[src/rtl/muldiv_unit_if.sv]
// muldiv_unit_if: EX-stage offload handshake between the execute stage
// (master) and the iterative multiply/divide unit (slave).
//   req_i        EX -> unit   request, accepted when req_i && gnt_o
//   op_i[2:0]    EX -> unit   RV32M funct3
//   operand_a_i  EX -> unit   rs1 value
//   operand_b_i  EX -> unit   rs2 value
//   flush_i      EX -> unit   abort any in-flight operation
//   gnt_o        unit -> EX   unit ready to accept
//   result_o     unit -> EX   result, valid when rvalid_o
//   rvalid_o     unit -> EX   one-cycle result strobe
//   busy_o       unit -> EX   operation in flight, result not yet delivered
interface muldiv_unit_if;
    logic        req_i;
    logic        gnt_o;
    logic [2:0]  op_i;
    logic [31:0] operand_a_i;
    logic [31:0] operand_b_i;
    logic        flush_i;
    logic [31:0] result_o;
    logic        rvalid_o;
    logic        busy_o;

    modport master (
        output req_i, op_i, operand_a_i, operand_b_i, flush_i,
        input  gnt_o, result_o, rvalid_o, busy_o
    );

    modport slave (
        input  req_i, op_i, operand_a_i, operand_b_i, flush_i,
        output gnt_o, result_o, rvalid_o, busy_o
    );
endinterface

[src/rtl/muldiv_unit.sv]
// muldiv_unit: iterative RV32M multiply/divide unit, responder side of the
// EX offload handshake. Operands are latched on accept; multiply is a
// 32-cycle shift-add on magnitudes, divide a 32-cycle restoring divide on
// magnitudes, followed by a single DONE cycle carrying the rvalid_o strobe.
// Divide-by-zero and signed overflow are resolved at accept and go straight
// to DONE.
// Ports:
//   clk_i    clock, all state on rising edge
//   rst_n_i  asynchronous active-low reset
//   bus      muldiv_unit_if.slave (req/gnt/op/operands/flush/result/rvalid/busy)
// Parameter:
//   ISA_M    1 enables the unit; 0 ties every output to 0
// Build option:
//   MULDIV_FAST_MUL_EN  when defined, multiplies use a single-cycle 33x33
//                       signed multiplier and finish at accept+1.
module muldiv_unit #(
    parameter int unsigned ISA_M = 1
) (
    input  logic          clk_i,
    input  logic          rst_n_i,
    muldiv_unit_if.slave  bus
);

    typedef enum logic [1:0] {
        S_IDLE,
        S_CALC,
        S_DONE
    } state_e;

`ifdef MULDIV_FAST_MUL_EN
    localparam bit FAST_MUL = 1'b1;
`else
    localparam bit FAST_MUL = 1'b0;
`endif

    if (ISA_M != 0) begin : g_muldiv
        state_e      state_q, state_d;
        logic [4:0]  cnt_q, cnt_d;
        logic [2:0]  op_q, op_d;
        logic [63:0] acc_q, acc_d;    // mul: {partial product, multiplier}; div: {remainder, quotient}
        logic [31:0] mb_q, mb_d;      // mul: multiplicand magnitude; div: divisor magnitude
        logic        neg_q, neg_d;    // final result needs two's-complement negation
        logic [31:0] result_q, result_d;
        logic        rvalid_q, rvalid_d;

        logic        is_div, a_signed, b_signed, a_neg, b_neg;
        logic [31:0] mag_a, mag_b;
        logic        b_zero, div_ovf;
        logic [32:0] mul_sum;
        logic [63:0] mul_next;
        logic [32:0] div_shift, div_trial;
        logic [63:0] div_next;
        logic [63:0] prod_fix;
        logic [31:0] div_sel, div_fix, fin_word;
        logic [63:0] fast_prod;
        logic [31:0] fast_word;

        if (FAST_MUL) begin : g_fast
            assign fast_prod = 64'($signed({a_neg, bus.operand_a_i}))
                             * 64'($signed({b_neg, bus.operand_b_i}));
        end else begin : g_slow
            assign fast_prod = '0;
        end

        always_comb begin
            // Accept-time decode, only meaningful in IDLE
            is_div   = bus.op_i[2];
            a_signed = is_div ? ~bus.op_i[0] : (bus.op_i[1:0] != 2'b11);
            b_signed = is_div ? ~bus.op_i[0] : ~bus.op_i[1];
            a_neg    = a_signed & bus.operand_a_i[31];
            b_neg    = b_signed & bus.operand_b_i[31];
            mag_a    = a_neg ? (~bus.operand_a_i + 32'd1) : bus.operand_a_i;
            mag_b    = b_neg ? (~bus.operand_b_i + 32'd1) : bus.operand_b_i;
            b_zero   = (bus.operand_b_i == '0);
            div_ovf  = is_div & ~bus.op_i[0] & (bus.operand_a_i == 32'h8000_0000)
                     & (bus.operand_b_i == '1);
            fast_word = (bus.op_i[1:0] == 2'b00) ? fast_prod[31:0] : fast_prod[63:32];

            // One shift-add step: add multiplicand when multiplier LSB set, shift right
            mul_sum  = {1'b0, acc_q[63:32]} + (acc_q[0] ? {1'b0, mb_q} : 33'd0);
            mul_next = {mul_sum, acc_q[31:1]};

            // One restoring step: shift next dividend bit into remainder, try subtract
            div_shift = {acc_q[63:32], acc_q[31]};
            div_trial = div_shift - {1'b0, mb_q};
            div_next  = div_trial[32] ? {div_shift[31:0], acc_q[30:0], 1'b0}
                                      : {div_trial[31:0], acc_q[30:0], 1'b1};

            // Sign correction and word select on the final step's value
            prod_fix = neg_q ? (~mul_next + 64'd1) : mul_next;
            div_sel  = op_q[1] ? div_next[63:32] : div_next[31:0];
            div_fix  = neg_q ? (~div_sel + 32'd1) : div_sel;
            fin_word = op_q[2] ? div_fix
                     : ((op_q[1:0] == 2'b00) ? prod_fix[31:0] : prod_fix[63:32]);

            state_d  = state_q;
            cnt_d    = cnt_q;
            op_d     = op_q;
            acc_d    = acc_q;
            mb_d     = mb_q;
            neg_d    = neg_q;
            result_d = result_q;
            rvalid_d = 1'b0;

            unique case (state_q)
                S_IDLE: begin
                    if (!bus.flush_i && bus.req_i) begin
                        op_d  = bus.op_i;
                        // Remainder follows the dividend; quotient/product follow sign mismatch
                        neg_d = (is_div && bus.op_i[1]) ? a_neg : (a_neg ^ b_neg);
                        if (is_div && b_zero) begin
                            result_d = bus.op_i[1] ? bus.operand_a_i : '1;
                            rvalid_d = 1'b1;
                            state_d  = S_DONE;
                        end else if (div_ovf) begin
                            result_d = bus.op_i[1] ? '0 : 32'h8000_0000;
                            rvalid_d = 1'b1;
                            state_d  = S_DONE;
                        end else if (FAST_MUL && !is_div) begin
                            result_d = fast_word;
                            rvalid_d = 1'b1;
                            state_d  = S_DONE;
                        end else begin
                            mb_d    = is_div ? mag_b : mag_a;
                            acc_d   = {32'd0, is_div ? mag_a : mag_b};
                            cnt_d   = 5'd31;
                            state_d = S_CALC;
                        end
                    end
                end
                S_CALC: begin
                    if (bus.flush_i) begin
                        state_d = S_IDLE;
                    end else begin
                        acc_d = op_q[2] ? div_next : mul_next;
                        cnt_d = cnt_q - 5'd1;
                        if (cnt_q == 5'd0) begin
                            result_d = fin_word;
                            rvalid_d = 1'b1;
                            state_d  = S_DONE;
                        end
                    end
                end
                S_DONE: begin
                    state_d = S_IDLE;
                end
                default: begin
                    state_d = S_IDLE;
                end
            endcase
        end

        always_ff @(posedge clk_i or negedge rst_n_i) begin
            if (!rst_n_i) begin
                state_q  <= S_IDLE;
                cnt_q    <= '0;
                op_q     <= '0;
                acc_q    <= '0;
                mb_q     <= '0;
                neg_q    <= 1'b0;
                result_q <= '0;
                rvalid_q <= 1'b0;
            end else begin
                state_q  <= state_d;
                cnt_q    <= cnt_d;
                op_q     <= op_d;
                acc_q    <= acc_d;
                mb_q     <= mb_d;
                neg_q    <= neg_d;
                result_q <= result_d;
                rvalid_q <= rvalid_d;
            end
        end

        assign bus.gnt_o    = (state_q == S_IDLE);
        // The strobe is registered into DONE; a flush arriving in that same
        // cycle must still cancel it, hence the late gate.
        assign bus.rvalid_o = rvalid_q & ~bus.flush_i;
        assign bus.busy_o   = (state_q != S_IDLE) && !rvalid_q;
        assign bus.result_o = result_q;
    end else begin : g_no_muldiv
        assign bus.gnt_o    = 1'b0;
        assign bus.rvalid_o = 1'b0;
        assign bus.busy_o   = 1'b0;
        assign bus.result_o = '0;
    end

endmodule

[src/flat_wrapper.sv]
// flat-port wrapper written by rule: the top's interface ports become plain ports
module muldiv_unit_flat 
#(
    parameter int unsigned ISA_M = 1
)
  (clk_i, rst_n_i, bus_req_i, bus_op_i, bus_operand_a_i, bus_operand_b_i, bus_flush_i, bus_gnt_o, bus_result_o, bus_rvalid_o, bus_busy_o);
  muldiv_unit_if bus_i ();
  input  logic clk_i;
  input  logic rst_n_i;
  input wire logic [$bits(bus_i.req_i)-1:0] bus_req_i;
  input wire logic [$bits(bus_i.op_i)-1:0] bus_op_i;
  input wire logic [$bits(bus_i.operand_a_i)-1:0] bus_operand_a_i;
  input wire logic [$bits(bus_i.operand_b_i)-1:0] bus_operand_b_i;
  input wire logic [$bits(bus_i.flush_i)-1:0] bus_flush_i;
  output wire logic [$bits(bus_i.gnt_o)-1:0] bus_gnt_o;
  output wire logic [$bits(bus_i.result_o)-1:0] bus_result_o;
  output wire logic [$bits(bus_i.rvalid_o)-1:0] bus_rvalid_o;
  output wire logic [$bits(bus_i.busy_o)-1:0] bus_busy_o;
  assign bus_i.req_i = bus_req_i;
  assign bus_i.op_i = bus_op_i;
  assign bus_i.operand_a_i = bus_operand_a_i;
  assign bus_i.operand_b_i = bus_operand_b_i;
  assign bus_i.flush_i = bus_flush_i;
  assign bus_gnt_o = bus_i.gnt_o;
  assign bus_result_o = bus_i.result_o;
  assign bus_rvalid_o = bus_i.rvalid_o;
  assign bus_busy_o = bus_i.busy_o;
  muldiv_unit #(.ISA_M(ISA_M)) u_core (.clk_i(clk_i), .rst_n_i(rst_n_i), .bus(bus_i));
endmodule
[config.mk]
export PLATFORM = sky130hd
export DESIGN_NAME = muldiv_unit_flat
export DESIGN_NICKNAME = d
export VERILOG_FILES = /design/src/rtl/muldiv_unit_if.sv /design/src/rtl/muldiv_unit.sv /design/src/flat_wrapper.sv
export SDC_FILE = /design/constraint.sdc
export NUM_CORES = 1
export LEC_CHECK = 0
export CORE_ASPECT_RATIO = 0.9
export CORE_MARGIN = 5
export CORE_UTILIZATION = 45
export CTS_BUF_LIST = sky130_fd_sc_hd__clkbuf_16
export CTS_CLUSTER_SIZE = 12
export DETAILED_ROUTE_END_ITERATION = 16
export DONT_BUFFER_PORTS = 1
export GPL_TIMING_DRIVEN = 0
export PLACE_DENSITY = 0.7
export SLEW_MARGIN = 15
export SYNTH_ARGS = -nofsm -noshare
export SYNTH_HDL_FRONTEND = slang
export SYNTH_SLANG_ARGS = --single-unit
[constraint.sdc]
create_clock -name clk_i -period 4.7 [get_ports clk_i]
set_input_delay 1.175 -clock clk_i [delete_from_list [all_inputs] [get_ports clk_i]]
set_output_delay 1.175 -clock clk_i [all_outputs]
set_load 0.01 [all_outputs]
## Word level (Yosys, flattened, before mapping)

Cells that the tools add are included.
W data, S select, Z words.

- Flip-flop bits (word level): 140
- Output and inout port bits: 35
- Logic and storage cells: 104

- $add $sub $neg: 7
- Equal/unequal tests: 11
- Mux-type cells: 45
- Bitwise operators: 16
- Reduce and logical (&&, ||, !) cells: 17

Operator list:

| operator | number |
|---|---|
| $mux W32 | 16 |
| $mux W64 | 7 |
| $pmux W64 S2 | 1 |
| $add A32 B1 Y32 const B | 3 |
| $not A32 Y32 | 3 |
| $add A64 B1 Y64 const B | 1 |
| $eq A32 B32 Y1 const B | 2 |
| $not A64 Y64 | 1 |
| $pmux W32 S2 | 1 |
| $add A32 B33 Y33 | 1 |
| $sub A33 B32 Y33 | 1 |
| $logic_not A32 Y1 | 1 |
| $mux W5 | 4 |
| $mux W2 | 5 |
| $pmux W5 S2 | 1 |
| $reduce_and A5 Y1 | 2 |
| $mux W1 | 8 |
| $ne A2 B2 Y1 const B | 4 |
| $and A1 B1 Y1 | 6 |
| $logic_not A5 Y1 | 1 |
| $not A1 Y1 | 5 |
| $sub A5 B1 Y5 const B | 1 |
| $logic_and A1 B1 Y1 | 4 |
| $logic_not A2 Y1 | 2 |
| 11 further kinds | 15 |

## Longest topological paths before layout

- Depth after elaboration: 10
- Gate-level depth with buffers: 22

## Worst setup path after synthesis

No wires, ideal clock.

- Path type: register to register
- Start point: register u_core.g_muldiv.acc_q[31]
- End point: register u_core.g_muldiv.result_q[30], in the netlist u_core.bus.result_o[30]
- Library setup time: 77 ps
- Data arrival time: 4734 ps
- Data required time: 4623 ps
- Slack: -111 ps
- Stages on the path, launching flop included: 23
- Buffers on the path: 3
- Clock period less this slack: 4811 ps
- Cell sequence: dfrtp_1 > inv_1 > ha_1 > inv_1 > fa_1 > a211oi_1 > o211ai_1 > nand2_1 > a211o_1 > a31o_2 > nand2_4 > buf_2 > buf_1 > buf_1 > a21oi_1 > ha_1 > o21ai_0 > nor3_1 > nor4b_2 > nand2b_1 > o311a_1 > a2111o_1 > a21oi_1

- Word-level cells in the longest chain between the ends: 10

Ends and longest elaborated chain:

| element | RTL line | text |
|---|---|---|
| from (decl) | muldiv_unit.sv:40 | `logic [63:0] acc_q, acc_d;` |
| from (signal assigned) | muldiv_unit.sv:158 | `acc_q <= '0;` |
| from (signal assigned) | muldiv_unit.sv:167 | `acc_q <= acc_d;` |
| $sub A33 B32 Y33 | muldiv_unit.sv:85 | `div_trial = div_shift - {1'b0, mb_q};` |
| $mux W64 | muldiv_unit.sv:86 | `div_next = div_trial[32] ? {div_shift[31:0], acc_q[30:0], 1'b0}` |
| $mux W32 | muldiv_unit.sv:91 | `div_sel = op_q[1] ? div_next[63:32] : div_next[31:0];` |
| $not A32 Y32 | muldiv_unit.sv:92 | `div_fix = neg_q ? (~div_sel + 32'd1) : div_sel;` |
| $add A32 B1 Y32 | muldiv_unit.sv:92 |  |
| $mux W32 | muldiv_unit.sv:92 |  |
| $mux W32 * | muldiv_unit.sv:93 | `fin_word = op_q[2] ? div_fix` |
| $mux W32 * | muldiv_unit.sv:137 | `if (cnt_q == 5'd0) begin` |
| $mux W32 * | muldiv_unit.sv:132 | `if (bus.flush_i) begin` |
| $pmux W32 S2 * | muldiv_unit.sv:105 | `unique case (state_q)` |
| to (signal assigned) | muldiv_unit.sv:170 | `result_q <= result_d;` |
| to (decl) | muldiv_unit.sv:43 | `logic [31:0] result_q, result_d;` |

Every way passes the cells marked *; elsewhere a longest branch is shown, timed or not. The select of a mux whose other input is x is not followed.
A chain may end at the register's enable or synchronous reset.

## Worst setup path in the final report

- Start point: register u_core.g_muldiv.op_q[1]
- End point: register u_core.g_muldiv.result_q[24], in the netlist u_core.bus.result_o[24]

- Word-level cells in the longest chain between the ends: 8

Ends and longest elaborated chain:

| element | RTL line | text |
|---|---|---|
| from (decl) | muldiv_unit.sv:39 | `logic [2:0] op_q, op_d;` |
| from (signal assigned) | muldiv_unit.sv:166 | `op_q <= op_d;` |
| $mux W32 | muldiv_unit.sv:91 |  |
| $not A32 Y32 | muldiv_unit.sv:92 |  |
| $add A32 B1 Y32 | muldiv_unit.sv:92 |  |
| $mux W32 | muldiv_unit.sv:92 |  |
| $mux W32 * | muldiv_unit.sv:93 |  |
| $mux W32 * | muldiv_unit.sv:137 |  |
| $mux W32 * | muldiv_unit.sv:132 |  |
| $pmux W32 S2 * | muldiv_unit.sv:105 |  |

Marked as above.

==> results by group <==
Power and ir drop
  • VDD IR max: 417.5 µV
  • Clock share of power: around 8%
  • Reg power frac: 12.8%
  • Logic pwr share: 79.3%
  • Sw frac: approximately 60%
  • Pwr dens: 936.5 nW/µm²
  • Static leakage: between 8 and 9 nW
  • Switching Power: 10.98 mW
  • P_int: 7.453 mW
  • Design Power: 18.43 mW

Floorplanning
  • Boundary pin count: 106
  • Cell row count: 67
  • Core region area: ~37,000 µm²
  • Die height: 195.0 µm
  • Die area: 42,030 µm²
  • Die width: 215.5 µm
  • Initial Utilization: 45.76%

STA
  • Unrepaired setup endpoints after global routing: yes
  • Part of the cycle the worst path needs: 102.2%
  • F_max: about 210 MHz
  • Max-slew violations: 0
  • Setup ws final: -0.1035 ns
  • Tmin final: 4.803 ns
  • Max-slew headroom: 14.81%
  • # setup viols final: 6
  • Clock skew: 0.01735 ns
  • Hold Fails Final Rpt: 0
  • Least-Margin Pin Slew: 1.273 ns

Worst hold path
  • HP Class: in -> async

Placed design
  • Hpwl dp: 70,930 µm
  • Port Buffers: 0
  • Routability cong.: 1.041
  • Placed cell count: 2,863

Finish
  • Final Instance Count excl. Fillers: about 3,000
  • Commonest non-fill, non-tap cell in the layout: nor2_1
  • # fillers: approximately 3,700
  • # nets final: 2,593
  • Layout area overhead: 15.05%
  • Most frequent cells in the layout: 262 x nor2_1, 243 x a21oi_1, 238 x nand2_1
  • Layout cells sized above 1: a little over an eighth

Worst setup path
  • Critical Path Start Type: flip-flop
  • Crit Path Category: reg -> reg
  • CP Data Required Time: ~5.0 ns
  • Family with the most delay on the worst path: buffers and inverters
  • Reg2Reg Setup Slack: -0.10 ns
  • Worst-path maximum fanout: 10
  • Crit path capture type: flip-flop
  • Critical path's most frequent cell: clkbuf_1
  • Worst EP arrival: 5.13 ns
  • Slowest stage delay, CP: 0.68 ns
  • Crit-path cells: clkbuf_1, inv_1, clkbuf_1, clkbuf_1, clkbuf_1, nor3_1, a21oi_4, ha_4, o21ai_4, nor3_4, nor4b_4, buf_4, nand2b_4, o41ai_2, xor2_1, a22oi_1
  • Highest-delay cell along the critical path: clkbuf_1
  • CP bufs+invs: 6

Synthesis
  • Sequential share of the synthesized area: 20.48%
  • Most used DFF post-synth: dfrtp_1
  • Number of synthesized flops with an enable pin: 0
  • Syn nets: ~2,500
  • Synth async-reset ratio: 100.0%
  • Seq cells post-synth: 140
  • Syn Inst Count: 2,380
  • Post-synth cell types: 104
  • Syn Area/Cell: about 7.2 µm²
  • Mapped Area: 17,110 µm²
  • Syn. warnings: 0

GRT
  • Initial antenna violation count: 3
  • Overall Global Routing Usage: 41.43%
  • First-pass GRT wire length: between 100,000 and 150,000 µm
  • Vias in the first global route: 19,190
  • GRT overflow: 0
  • Largest net degree at the start of global routing: 141

Clock network
  • CTS root buf: clkbuf_16
  • Hold_buf cts: 0
  • CTS tree: yes
  • Clock-pin slew on the worst setup and hold paths: 0.07 ns
  • Clk_lat worst skew: 0.46 ns
  • H-tree depth: 4
  • Clk buf depth: 2
  • Inserted Clock Buffers: 17
  • Clk sinks: between 100 and 150

Run status
  • Outcome: finished, violations left
  • Failing checks: negative setup slack

Routing
  • Routed WL per cell: 30.74 µm
  • First-pass DRT Iterations: 6
  • ANT nets after route: 0
  • Total number of vias: 20,030
  • Via-per-instance ratio: between 6 and 7
  • Iteration-0 DRC count of the detailed router: 2,421
  • # DRC: 0
  • Total wire length: ~91,000 µm

Job
  • MaxCap Viol Count: 0
Yosys cell counts (29+ instances only):
cell,n,share of area (%)
ha_1,71,5.2
nand2_1,241,5.3
xnor2_1,113,5.8
mux2i_1,67,3.9
o21ai_0,219,6.4
nor2_1,264,5.8
inv_1,70,1.5
a21oi_1,258,7.5
o31ai_1,36,1.6
clkbuf_1,131,2.9
a211oi_1,29,1.3
and2_1,52,1.9
a31oi_1,31,1.1
nor3_1,48,1.4
dfrtp_1,140,20
nand3_1,44,1.3
nand4_1,35,1.3
xor2_1,74,3.8
cell families (layout without fill, tap and decap cells):
group	count (synthesis)	after routing	share of synthesized area, %
adders and majority gates	73	73	5.426
xor gates and xnor gates	187	187	9.573
other	0	6	0
and+or+nand+nor	845	845	23.75
muxes	76	76	4.512
AOI/OAI and AO/OA	812	812	30.04
DFF	140	140	20.48
buffers and inverters	247	329	6.216
power by group through the flow:
stage | logic [mW] | registers [mW] | clock network [mW]
CTS | 13.5 | 2.27 | 1.46
detailed placement | 12.4 | 2.27 | 0
global route | 15.3 | 2.36 | 1.50
finish | 14.6 | 2.35 | 1.47
global placement | 12.3 | 2.25 | 0
floorplan | 8.40 | 1.89 | 0
area by class of cell:
class                      instances  area, µm²  area share [%]
clock inverter                    15      173.9          0.8835
sequential                       140       3533           17.95
tap                              483      604.3           3.070
timing repair buffer              52      417.9           2.123
antenna                            6      15.01         0.07628
inverter                          72      272.8           1.386
buffer                           173      900.9           4.577
clock buffer                      17      425.4           2.161
multi-input combinational       1993      13340           67.77
stage by stage:
step / instance area (µm²) / util (%) / hold slack, ns / TNS, ns / setup WS, ns
final: 19680 / 52.65 / 0.4256 / -0.4094 / -0.1035
after detailed placement: 17730 / 47.43 / 0.5310 / -131.50 / -2.666
after CTS: 19140 / 51.18 / 0.4116 / -0.06673 / -0.05188
after global routing: 19670 / 52.62 / 0.4064 / -0.7685 / -0.08970
after global placement: 17730 / 47.41 / 0.5097 / -129.07 / -2.528
after floorplan: 17120 / - / 0.4632 / 0 / 0.01117
worst paths after layout:
kind | from | end | cells past startpoint
max in group asynchronous | rst_n_i | u_core.g_muldiv.mb_q[11] | 0
worst max register to register | u_core.g_muldiv.op_q[1] | u_core.bus.result_o[24] | 16
worst max-delay path | u_core.g_muldiv.op_q[1] | u_core.bus.result_o[24] | 16
worst min register to register | u_core.g_muldiv.op_q[0] | u_core.g_muldiv.op_q[0] | 1
min in group clk_i | u_core.g_muldiv.op_q[0] | u_core.g_muldiv.op_q[0] | 1
worst min-delay path | rst_n_i | u_core.g_muldiv.mb_q[28] | 0
metal layers:
layer	vias to the layer above	part of all wire (%)	track usage (%)
li1	8802	-	-
met1	9580	38	52.38
met2	1345	42	62.32
met3	303	12	13.10
met4	2	7.0	24.20
met5	-	0.051	0
registers in the layout, summed over array words and instances, names as in the netlist:
signal                    cells
u_core.g_muldiv.op_q          3
u_core.g_muldiv.mb_q         32
u_core.g_muldiv.rvalid_q      1
u_core.g_muldiv.acc_q        64
u_core.g_muldiv.neg_q         1
u_core.g_muldiv.cnt_q         5
u_core.g_muldiv.state_q       2
u_core.bus.result_o          32
repair_timing:
| item | in CTS | in global routing |
|---|---|---|
| setup endpoints to repair | 129 | 59 |
| setup buffers | 37 | 15 |
| resized for setup | 139 | 104 |
| pin swaps | 36 | 41 |
No activity file was read; power rests on OpenSTA's default activity.
